## config.mk

```make
export PLATFORM = sky130hd
export DESIGN_NAME = retire_unit
export DESIGN_NICKNAME = d
export VERILOG_FILES = /design/src/rtl/retire_pkg.sv /design/src/rtl/retire_select.sv /design/src/rtl/retire_unit.sv
export SDC_FILE = /design/constraint.sdc
export NUM_CORES = 1
export LEC_CHECK = 0
export ABC_AREA = 1
export CORE_AREA = 2 2 348 350
export CTS_CLUSTER_DIAMETER = 150
export DETAILED_ROUTE_END_ITERATION = 12
export DIE_AREA = 0 0 350 352
export PLACE_DENSITY = 0.33
export SETUP_SLACK_MARGIN = 0.4
export SYNTH_ARGS = -nofsm -noshare
export SYNTH_HDL_FRONTEND = slang
export SYNTH_SLANG_ARGS = --single-unit
```

## constraint.sdc

```tcl
create_clock -name clk -period 3.4 [get_ports clk]
set_input_delay 0.51 -clock clk [delete_from_list [all_inputs] [get_ports clk]]
set_output_delay 0.51 -clock clk [all_outputs]
set_load 0.02 [all_outputs]
```

## src/rtl/retire_pkg.sv

```systemverilog
// Shared types for the in-order retirement stage.
// Holds the ROB head entry layout, FSM states and stop kinds.
package retire_pkg;

    localparam int CW = 4;

    typedef enum logic [1:0] {
        RUN   = 2'd0,
        FLUSH = 2'd1,
        HALT  = 2'd2
    } retire_state_e;

    typedef enum logic [1:0] {
        STOP_NONE    = 2'd0,
        STOP_MISPRED = 2'd1,
        STOP_EBREAK  = 2'd2
    } stop_kind_e;

    typedef struct packed {
        logic        valid;
        logic        done;
        logic        rd_en;
        logic [4:0]  rd;
        logic [7:0]  prd;
        logic [31:0] data;
        logic [31:0] pc;
        logic        mispred;
        logic [31:0] tgt;
        logic        ebreak;
    } rob_head_t;

endpackage

```

## src/rtl/retire_select.sv

```systemverilog
// Picks the longest ready in-order prefix of the four ROB heads.
// A mispredict or ebreak slot retires and ends the group.
module retire_select
    import retire_pkg::*;
(
    input  logic          en,
    input  logic [CW-1:0] valid,
    input  logic [CW-1:0] done,
    input  logic [CW-1:0] mispred,
    input  logic [CW-1:0] ebreak,
    output logic [CW-1:0] commit,
    output logic [2:0]    pop,
    output logic [1:0]    stop_idx,
    output stop_kind_e    stop_kind
);

    // Walk slots oldest-first; the chain breaks on a not-ready or flagged slot.
    always_comb begin
        logic open;
        commit    = '0;
        pop       = '0;
        stop_idx  = '0;
        stop_kind = STOP_NONE;
        open      = en;
        for (int k = 0; k < CW; k++) begin
            if (open && valid[k] && done[k]) begin
                commit[k] = 1'b1;
                pop       = pop + 3'd1;
                if (ebreak[k]) begin
                    open      = 1'b0;
                    stop_idx  = 2'(k);
                    stop_kind = STOP_EBREAK;
                end else if (mispred[k]) begin
                    open      = 1'b0;
                    stop_idx  = 2'(k);
                    stop_kind = STOP_MISPRED;
                end
            end else begin
                open = 1'b0;
            end
        end
    end

endmodule

```

## src/rtl/retire_unit.sv

```systemverilog
// In-order retirement: pop count, registered commit bundle,
// committed-RAT writes, flush/halt sequencing and retire counter.
module retire_unit #(
    parameter int PREG_W = 8,
    parameter int CW     = 4
) (
    input  logic              clk,
    input  logic              rst,
    input  logic [CW-1:0]     rob_valid_i,
    input  logic [CW-1:0]     rob_done_i,
    input  logic [CW-1:0]     rob_rd_en_i,
    input  logic [4:0]        rob_rd_i      [CW],
    input  logic [PREG_W-1:0] rob_prd_i     [CW],
    input  logic [31:0]       rob_data_i    [CW],
    input  logic [31:0]       rob_pc_i      [CW],
    input  logic [CW-1:0]     rob_mispred_i,
    input  logic [31:0]       rob_tgt_i     [CW],
    input  logic [CW-1:0]     rob_ebreak_i,
    output logic [2:0]        rob_pop_o,
    output logic [7:0]        valid_o,
    output logic [7:0]        rat_write_en_o,
    output logic [7:0]        rat_write_addr_o [CW],
    output logic [7:0]        rat_write_data_o [CW],
    output logic [31:0]       reg_write_data_o [CW],
    output logic [31:0]       pc_o             [CW],
    output logic              flush_o,
    output logic [31:0]       redirect_pc_o,
    output logic              halt_o,
    output logic [63:0]       retired_cnt_o
);

    import retire_pkg::*;

    retire_state_e state_q;
    retire_state_e state_d;
    rob_head_t     head [CW];
    logic [CW-1:0] sel_valid;
    logic [CW-1:0] sel_done;
    logic [CW-1:0] sel_mispred;
    logic [CW-1:0] sel_ebreak;
    logic [CW-1:0] commit;
    logic [2:0]    pop;
    logic [1:0]    stop_idx;
    stop_kind_e    stop_kind;
    logic          sel_en;

    logic [CW-1:0] valid_q;
    logic [CW-1:0] rat_en_q;
    logic [7:0]    addr_q [CW];
    logic [7:0]    prd_q  [CW];
    logic [31:0]   data_q [CW];
    logic [31:0]   pc_q   [CW];
    logic [31:0]   redir_q;
    logic [63:0]   cnt_q;

    // Gather the per-slot ROB ports into one entry view.
    always_comb begin
        for (int k = 0; k < CW; k++) begin
            head[k].valid   = rob_valid_i[k];
            head[k].done    = rob_done_i[k];
            head[k].rd_en   = rob_rd_en_i[k];
            head[k].rd      = rob_rd_i[k];
            head[k].prd     = 8'(rob_prd_i[k]);
            head[k].data    = rob_data_i[k];
            head[k].pc      = rob_pc_i[k];
            head[k].mispred = rob_mispred_i[k];
            head[k].tgt     = rob_tgt_i[k];
            head[k].ebreak  = rob_ebreak_i[k];
            sel_valid[k]    = head[k].valid;
            sel_done[k]     = head[k].done;
            sel_mispred[k]  = head[k].mispred;
            sel_ebreak[k]   = head[k].ebreak;
        end
    end

    // Retirement only happens in RUN and never while reset is held.
    assign sel_en = (state_q == RUN) && !rst;

    retire_select u_select (
        .en        (sel_en),
        .valid     (sel_valid),
        .done      (sel_done),
        .mispred   (sel_mispred),
        .ebreak    (sel_ebreak),
        .commit    (commit),
        .pop       (pop),
        .stop_idx  (stop_idx),
        .stop_kind (stop_kind)
    );

    // State register.
    always_ff @(posedge clk) begin
        if (rst) state_q <= RUN;
        else     state_q <= state_d;
    end

    // Next state: flagged retire leaves RUN; FLUSH lasts one cycle.
    always_comb begin
        state_d = state_q;
        unique case (state_q)
            RUN: begin
                if (stop_kind == STOP_EBREAK)       state_d = HALT;
                else if (stop_kind == STOP_MISPRED) state_d = FLUSH;
            end
            FLUSH:   state_d = RUN;
            HALT:    state_d = HALT;
            default: state_d = RUN;
        endcase
    end

    // Commit bundle, redirect target and retire counter.
    always_ff @(posedge clk) begin
        if (rst) begin
            valid_q  <= '0;
            rat_en_q <= '0;
            redir_q  <= '0;
            cnt_q    <= '0;
            for (int k = 0; k < CW; k++) begin
                addr_q[k] <= '0;
                prd_q[k]  <= '0;
                data_q[k] <= '0;
                pc_q[k]   <= '0;
            end
        end else begin
            valid_q <= commit;
            cnt_q   <= cnt_q + 64'(pop);
            for (int k = 0; k < CW; k++) begin
                rat_en_q[k] <= commit[k] && head[k].rd_en
                               && (head[k].rd != 5'd0);
                addr_q[k] <= commit[k] ? {3'b0, head[k].rd} : 8'd0;
                prd_q[k]  <= commit[k] ? head[k].prd : 8'd0;
                data_q[k] <= commit[k] ? head[k].data : 32'd0;
                pc_q[k]   <= commit[k] ? head[k].pc : 32'd0;
            end
            if (stop_kind == STOP_MISPRED)
                redir_q <= head[stop_idx].tgt;
        end
    end

    assign rob_pop_o        = pop;
    assign valid_o          = {4'b0, valid_q};
    assign rat_write_en_o   = {4'b0, rat_en_q};
    assign rat_write_addr_o = addr_q;
    assign rat_write_data_o = prd_q;
    assign reg_write_data_o = data_q;
    assign pc_o             = pc_q;
    assign flush_o          = (state_q == FLUSH);
    assign redirect_pc_o    = redir_q;
    assign halt_o           = (state_q == HALT);
    assign retired_cnt_o    = cnt_q;

endmodule

```

==> results of run 1 <==
## metrics by stage
stage | hold slack [ns] | cell area (sq um) | setup slack (ns)
after floorplan | 0.5338 | 16430 | 0.03258
after global placement | 0.4944 | 27680 | -0.7384
after detailed placement | 0.4936 | 27680 | -0.7167
after CTS | 0.1237 | 30000 | 0.1524
after global routing | 0.3009 | 30170 | 0.04136
final | 0.3191 | 30180 | 0.2303
## power by group through the flow
stage               clock network, mW  registers (mW)  logic (mW)
floorplan                           0            5.06       0.264
global placement                    0            5.01        1.03
detailed placement                  0            5.01        1.03
CTS                              6.12            4.91        1.04
global route                     6.27            4.91        1.12
finish                           5.82            4.91        1.02
## cell families (layout without fill, tap and decap cells)
kind of cell / count (synthesis) / after routing
buffers and inverters: 681 / 1698
other: 1 / 28
AOI/OAI and AO/OA: 69 / 69
adders and majority gates: 7 / 7
DFF: 414 / 414
xor gates and xnor gates: 11 / 11
and+or+nand+nor: 1112 / 1112
## registers in the layout, indices dropped and copies added, names as in the netlist
signal	cells
valid_q	4
retired_cnt_o	64
rat_write_addr_o	20
rat_en_q	4
reg_write_data_o	128
rat_write_data_o	32
pc_o	128
redirect_pc_o	32
state_q	2
## synthesized netlist by cell type (all sizes together)
| master | n | area, sq um |
|---|---|---|
| nor3b | 3 | 22.52 |
| xor2 | 10 | 87.58 |
| o2111ai | 1 | 8.760 |
| o311a | 3 | 30.03 |
| ha | 6 | 75.07 |
| or2 | 21 | 131.4 |
| o31ai | 1 | 7.510 |
| nor2 | 501 | 1907 |
| o21ai | 12 | 60.05 |
| xnor2 | 1 | 8.760 |
| fa | 1 | 20.02 |
| conb | 1 | 3.750 |
| nand3 | 116 | 598.1 |
| nor4 | 5 | 31.28 |
| or3 | 1 | 6.260 |
| buf | 49 | 275.3 |
| clkbuf | 42 | 157.7 |
| a21boi | 1 | 7.510 |
| o21a | 1 | 7.510 |
| clkinv | 2 | 8.750 |
| nand3b | 4 | 30.03 |
| inv | 588 | 2207 |
| a21oi | 46 | 230.2 |
| nand2 | 401 | 1515 |
| and2 | 1 | 6.260 |
| a31oi | 2 | 12.51 |
| a21o | 1 | 7.510 |
| nand4 | 25 | 156.4 |
| a211oi | 1 | 7.510 |
| dfxtp | 414 | 8288 |
| nor3 | 34 | 170.2 |
## tightest hold or removal path: stages
cell and delay (ns):
buf_2 0.12, nor2_4 0.05, buf_4 0.12, a21boi_0 0.11
## layout make-up
| class | instances | share of cell area, % |
|---|---|---|
| repair buffers | 1007 | 33.15 |
| clock buffers | 90 | 5.667 |
| multi-input cells | 1219 | 19.32 |
| diodes | 8 | 0.06633 |
| well taps | 1612 | 6.682 |
| clock inverters | 11 | 0.2612 |
| inverters | 590 | 7.391 |
| flip-flops and latches | 414 | 27.46 |
## routing by layer
layer  share of wire, %  vias to the layer above
li1                   -                     8587
met1                 39                     7512
met2                 49                      579
met3                9.0                      139
met4                2.7                       30
met5               0.22                        -
## timing repair
action | CTS | global route
endpoints found under the setup margin | 62 | 64
pin swaps | 51 | 25
resized for setup | 101 | 28
buffers inserted | 24 | 8
endpoints found under the hold margin | 0 | 0
## worst max path at each step
stage / endpoint / cells past startpoint
6_report: retired_cnt_o[55]$_SDFF_PP0_ / 22
5_1_grt: retired_cnt_o[32]$_SDFF_PP0_ / 21
4_1_cts: rob_pop_o[2] / 11
3_5_place_dp: retired_cnt_o[32]$_SDFF_PP0_ / 24
3_3_place_gp: retired_cnt_o[48]$_SDFF_PP0_ / 25
2_1_floorplan: retired_cnt_o[60]$_SDFF_PP0_ / 20
==> results.ini, run 1 <==
[clock_network]
cts_inserted_buffers = 56
hold_buffers = 0
clockRootBuffer = clkbuf_16
clk_latency_ns = 0.64
ctsHtreeMaxLevel = 2
cts.sinks = 414
cts.path.max_buffers = 3
clk_pin_slew_ns = 0.06
cts_tree = yes

[hold_path]
holdPathStages = 4
worstHoldStart = rst
hp-class = in2reg
worstHoldEndpoint = state_q[1]$_SDFFE_PP0P_

[die]
core_region_area_sq_mm = 0.1193
die_h_um = 352
ios = 895
start_util_pct = 13.48
die_area_sq_mm = 0.1232
num_rows = 127
die_w_um = 350

[setup_path]
reg2reg_slack_ns = 0.29
r2r_cells = 19
cp-startpoint = rob_valid_i[1]
path_cells = clkdlybuf4s50_1 -> inv_2 -> nor2_2 -> nand2_2 -> buf_6 -> nor2_8 -> ha_4 -> xor2_2 -> inv_2 -> ha_4 -> nand2_4 -> xor2_4 -> ha_4 -> nand3_2 -> nand3_2 -> inv_4 -> nor2_4 -> buf_6 -> buf_6 -> nand2_4 -> or3_1 -> a21oi_1
max_stage_delay_ns = 0.47
cp.arrival_ns = 3.73
critical_path_class = in2reg
start_kind = primary input
regToRegStartpoint = state_q[0]$_SDFFE_PP0P_
timing.rr.end = retired_cnt_o[55]$_SDFF_PP0_
cp-end-kind = register
crit_path_top_delay_cell = clkdlybuf4s50_1
cp_num_buf_inv = 7
crit_required_ns = 3.96
critPathTopFamily = simple AND/OR/NAND/NOR gates
path_max_fanout = 5

[detailed_routing]
wl_per_cell_um = 17.86
drt-total-wl_um = 88410
num_vias = 16850
antenna_left = 0
drt_first_pass_iters = 5
viasPerCell = 3.403
drc_errors = 0
drt-initial-drc-count = 600

[placed_design]
gp_congestion = 0.8756
dp_cells = 4810
hpwl_um = 71690
portBuffers = 874

[sta]
fmax_ghz = 0.3155
setup_viol = 0
max_slew.worst_pin.slew_ns = 1.014
slew_headroom_pct = 32.41
fin_tns_setup_ns = 0
slew_viol_final = 0
rsz0062_at_grt = yes
period_share_pct = 93.23
clock_skew_ns = 0.02622
final_hold_viol_count = 0
layout_min_cycle_time_ns = 3.170

[power_and_ir_drop]
intPower_mw = 8.937
pwr-share-clk_pct = 49.5
p_leak_nw = 13.58
power.share.switching_pct = 23.94
power_frac_comb_pct = 8.7
power_mw = 11.75
p_sw_mw = 2.814
ir_worst_vdd_v = 0.0003621
power_density_mw_per_mm2 = 389.3
seqPwrFrac_pct = 41.8

[grt]
grt_pass1_vias = 16940
track_usage_pct = 13.90
grt_max_degree = 78
top_usage_layer = met2
grt_pass1_wl_um = 122900
grtUsageMet2_pct = 24.34
use_met1_pct = 15.41
antenna_found_initial = 26
grt_overflow = 0
met3_usage_pct = 5.323

[yosys]
synthXorXnorAreaFrac_pct = 0.5989
synth_seq_area_share_pct = 51.52
synth_top_family_by_area = simple AND/OR/NAND/NOR gates
yosysUniqueCellTypes = 43
synth-seq-cells = 414
synth.area.mux_share_pct = 0
synth-compound-area-share_pct = 2.357
yosysWarnings = 0
synth_area_sq_mm = 0.01609
synth_simple_gate_area_share_pct = 28.44
synth-adder-area-share_pct = 0.5912
synth_area_per_cell_sq_um = 7.009
syn_inst = 2295

[layout]
nNetsFinal = 3753
post-route-util_pct = 25.29
layout_commonest_cell = clkdlybuf4s50_1
layout_common_cells = 867 x clkdlybuf4s50_1, 573 x inv_1, 480 x nor2_1
finalNonFillerCells = 4951
syn_to_final_growth_pct = 87.64
fillers = 13240
drive_gt1_share_pct = 10.72
multi_input_area_sq_mm = 0.005832
ff_latch_area_sq_mm = 0.008289

[run]
cap_violations = 0

[run_status]
status = finished, final reports clean

No activity file was read; power rests on OpenSTA's default activity.
==> run 2: changes to the inputs <==
--- a/config.mk
+++ b/config.mk
@@ -8,6 +8,7 @@
 export ABC_AREA = 1
 export CORE_AREA = 2 2 348 350
 export CTS_CLUSTER_DIAMETER = 150
+export CTS_CLUSTER_SIZE = 14
 export DETAILED_ROUTE_END_ITERATION = 12
 export DIE_AREA = 0 0 350 352
 export PLACE_DENSITY = 0.33
@@ -15,3 +16,4 @@
 export SYNTH_ARGS = -nofsm -noshare
 export SYNTH_HDL_FRONTEND = slang
 export SYNTH_SLANG_ARGS = --single-unit
+export TNS_END_PERCENT = 30
==> results.ini, run 2 (same netlist as run 1, synthesis figures left out) <==
[grt]
top_usage_layer = met2
met3_usage_pct = 5.101
grt_max_degree = 65
grt_overflow = 0
track_usage_pct = 14.02
grt_pass1_vias = 16660
antenna_found_initial = 26
grt_pass1_wl_um = 123400
grtUsageMet2_pct = 24.48
use_met1_pct = 15.96

[setup_path]
path_max_fanout = 6
start_kind = register
path_cells = nor2_4 -> nand3_4 -> nor2_8 -> buf_6 -> clkinv_4 -> ha_4 -> o21ai_4 -> ha_4 -> nand2_4 -> xor2_4 -> ha_4 -> nand2_4 -> nand2_4 -> nand2_4 -> inv_4 -> nand3_4 -> nor3_4 -> nand4_1 -> or2_4 -> a21oi_2
cp-startpoint = state_q[0]$_SDFFE_PP0P_
cp_common_cell = nand2_4
critical_path_class = reg2reg
cp-end-kind = register
reg2reg_slack_ns = 0.23
max_stage_delay_ns = 0.38
cp.arrival_ns = 3.70
timing.rr.end = retired_cnt_o[60]$_SDFF_PP0_
crit_path_end = retired_cnt_o[60]$_SDFF_PP0_
regToRegStartpoint = state_q[0]$_SDFFE_PP0P_
r2r_cells = 20
crit_path_top_delay_cell = dfxtp_4
crit_required_ns = 3.93

[detailed_routing]
wl_per_cell_um = 18.15
drc_errors = 0
drt-initial-drc-count = 536
drt-total-wl_um = 88160
antenna_left = 0
drt_first_pass_iters = 4
viasPerCell = 3.369
num_vias = 16370

[layout]
nNetsFinal = 3701
post-route-util_pct = 24.11
drive_gt1_share_pct = 7.407
syn_to_final_growth_pct = 78.87
layout_common_cells = 870 x clkdlybuf4s50_1, 578 x inv_1, 488 x nor2_1
stdcell_area_sq_mm = 0.02877
finalNonFillerCells = 4858
layout_commonest_cell = clkdlybuf4s50_1

[clock_network]
cts_tree = yes
hold_buffers = 0
clockRootBuffer = clkbuf_16
cts.path.max_buffers = 3
clk_latency_ns = 0.59
ctsHtreeMaxLevel = 2
cts_inserted_buffers = 36
clk_pin_slew_ns = 0.08
cts.sinks = 414

[power_and_ir_drop]
ir_worst_vdd_v = 0.0003063
power_density_mw_per_mm2 = 348.4
power_mw = 10.02
p_leak_nw = 12.94

[sta]
max_slew.worst_pin.slew_ns = 1.063
rsz0062_at_grt = yes
layout_min_cycle_time_ns = 3.169
hold_ws_ns = 0.4343
clock_skew_ns = 0.03368
fin_tns_setup_ns = 0
final_hold_viol_count = 0
setup_viol = 0
period_share_pct = 93.20
slew_viol_final = 0
setup_ws_ns = 0.2314
slew_headroom_pct = 29.15
fmax_ghz = 0.3156

[placed_design]
gp_congestion = 0.8334
placed_area_sq_mm = 0.02746
portBuffers = 874
pre_cts_slack_ns = -0.5026
hpwl_um = 72060
dp_cells = 4792

[die]
start_util_pct = 13.48
die_h_um = 352
die_area_sq_mm = 0.1232
die_w_um = 350
core_region_area_sq_mm = 0.1193
ios = 895
num_rows = 127

[hold_path]
worstHoldStart = rob_pc_i[108]
hp-class = in2reg

[run_status]
status = finished, final reports clean

[run]
cap_violations = 0

## run 2: cell types whose count changed in the layout (fill, tap and decap cells not counted), moves of 7 or more
| cell | change |
|---|---|
| a21oi_2 | -11 |
| or2_4 | -9 |
| nand2_1 | +9 |
| or2_2 | +9 |
| clkinv_2 | -7 |
| nor2_1 | +8 |
| clkbuf_1 | -16 |
| nand2_2 | -8 |
| a21oi_1 | +11 |
| clkbuf_8 | -16 |
| clkbuf_16 | -19 |
| buf_6 | -27 |
## run 2: final cells by class
cell class                 count  area, sq um
fill                       13380        90560
timing repair buffer         975         9614
sequential                   414         8292
multi-input combinational   1219         5613
inverter                     590         2228
tap                         1612         2017
clock buffer                  39        954.7
clock inverter                 3        38.79
antenna                        6        15.01
## run 2: worst min path at each step
| stage | cells past startpoint | to |
|---|---|---|
| finish | 3 | pc_o[108]$_SDFF_PP0_ |
| global route | 3 | pc_o[23]$_SDFF_PP0_ |
| CTS | 3 | reg_write_data_o[82]$_SDFF_PP0_ |
| detailed placement | 2 | retired_cnt_o[63]$_SDFF_PP0_ |
| global placement | 2 | retired_cnt_o[63]$_SDFF_PP0_ |
| floorplan | 2 | state_q[1]$_SDFFE_PP0P_ |
## run 2: routing by layer
layer | vias up | routed length (um)
met4 | 36 | 1861
met1 | 7318 | 35500
met3 | 110 | 7009
met2 | 479 | 43550
li1 | 8424 | -
met5 | - | 235
## run 2: repair_timing
action,CTS,global route
endpoints found under the setup margin,59,61
buffers inserted,13,5
gates resized for setup,45,21
pin swaps,30,21
gates cloned,0,0
## run 2: critical path, delay by kind of cell, from the launching register on
family | cells | cell delay [ns]
AO/OA/AOI/OAI | 2 | 0.25
flip-flops | 1 | 0.38
AND/OR/NAND/NOR | 11 | 1.42
adder cells (fa/ha/maj) | 3 | 0.63
buffers and inverters | 3 | 0.25
XOR/XNOR | 1 | 0.16
## run 2: where the power goes
part / internal, mW / switching [mW] / total [mW]
sequential: 4.88 / 0.0143 / 4.90
combinational: 0.623 / 0.395 / 1.02
clock: 2.01 / 2.10 / 4.11
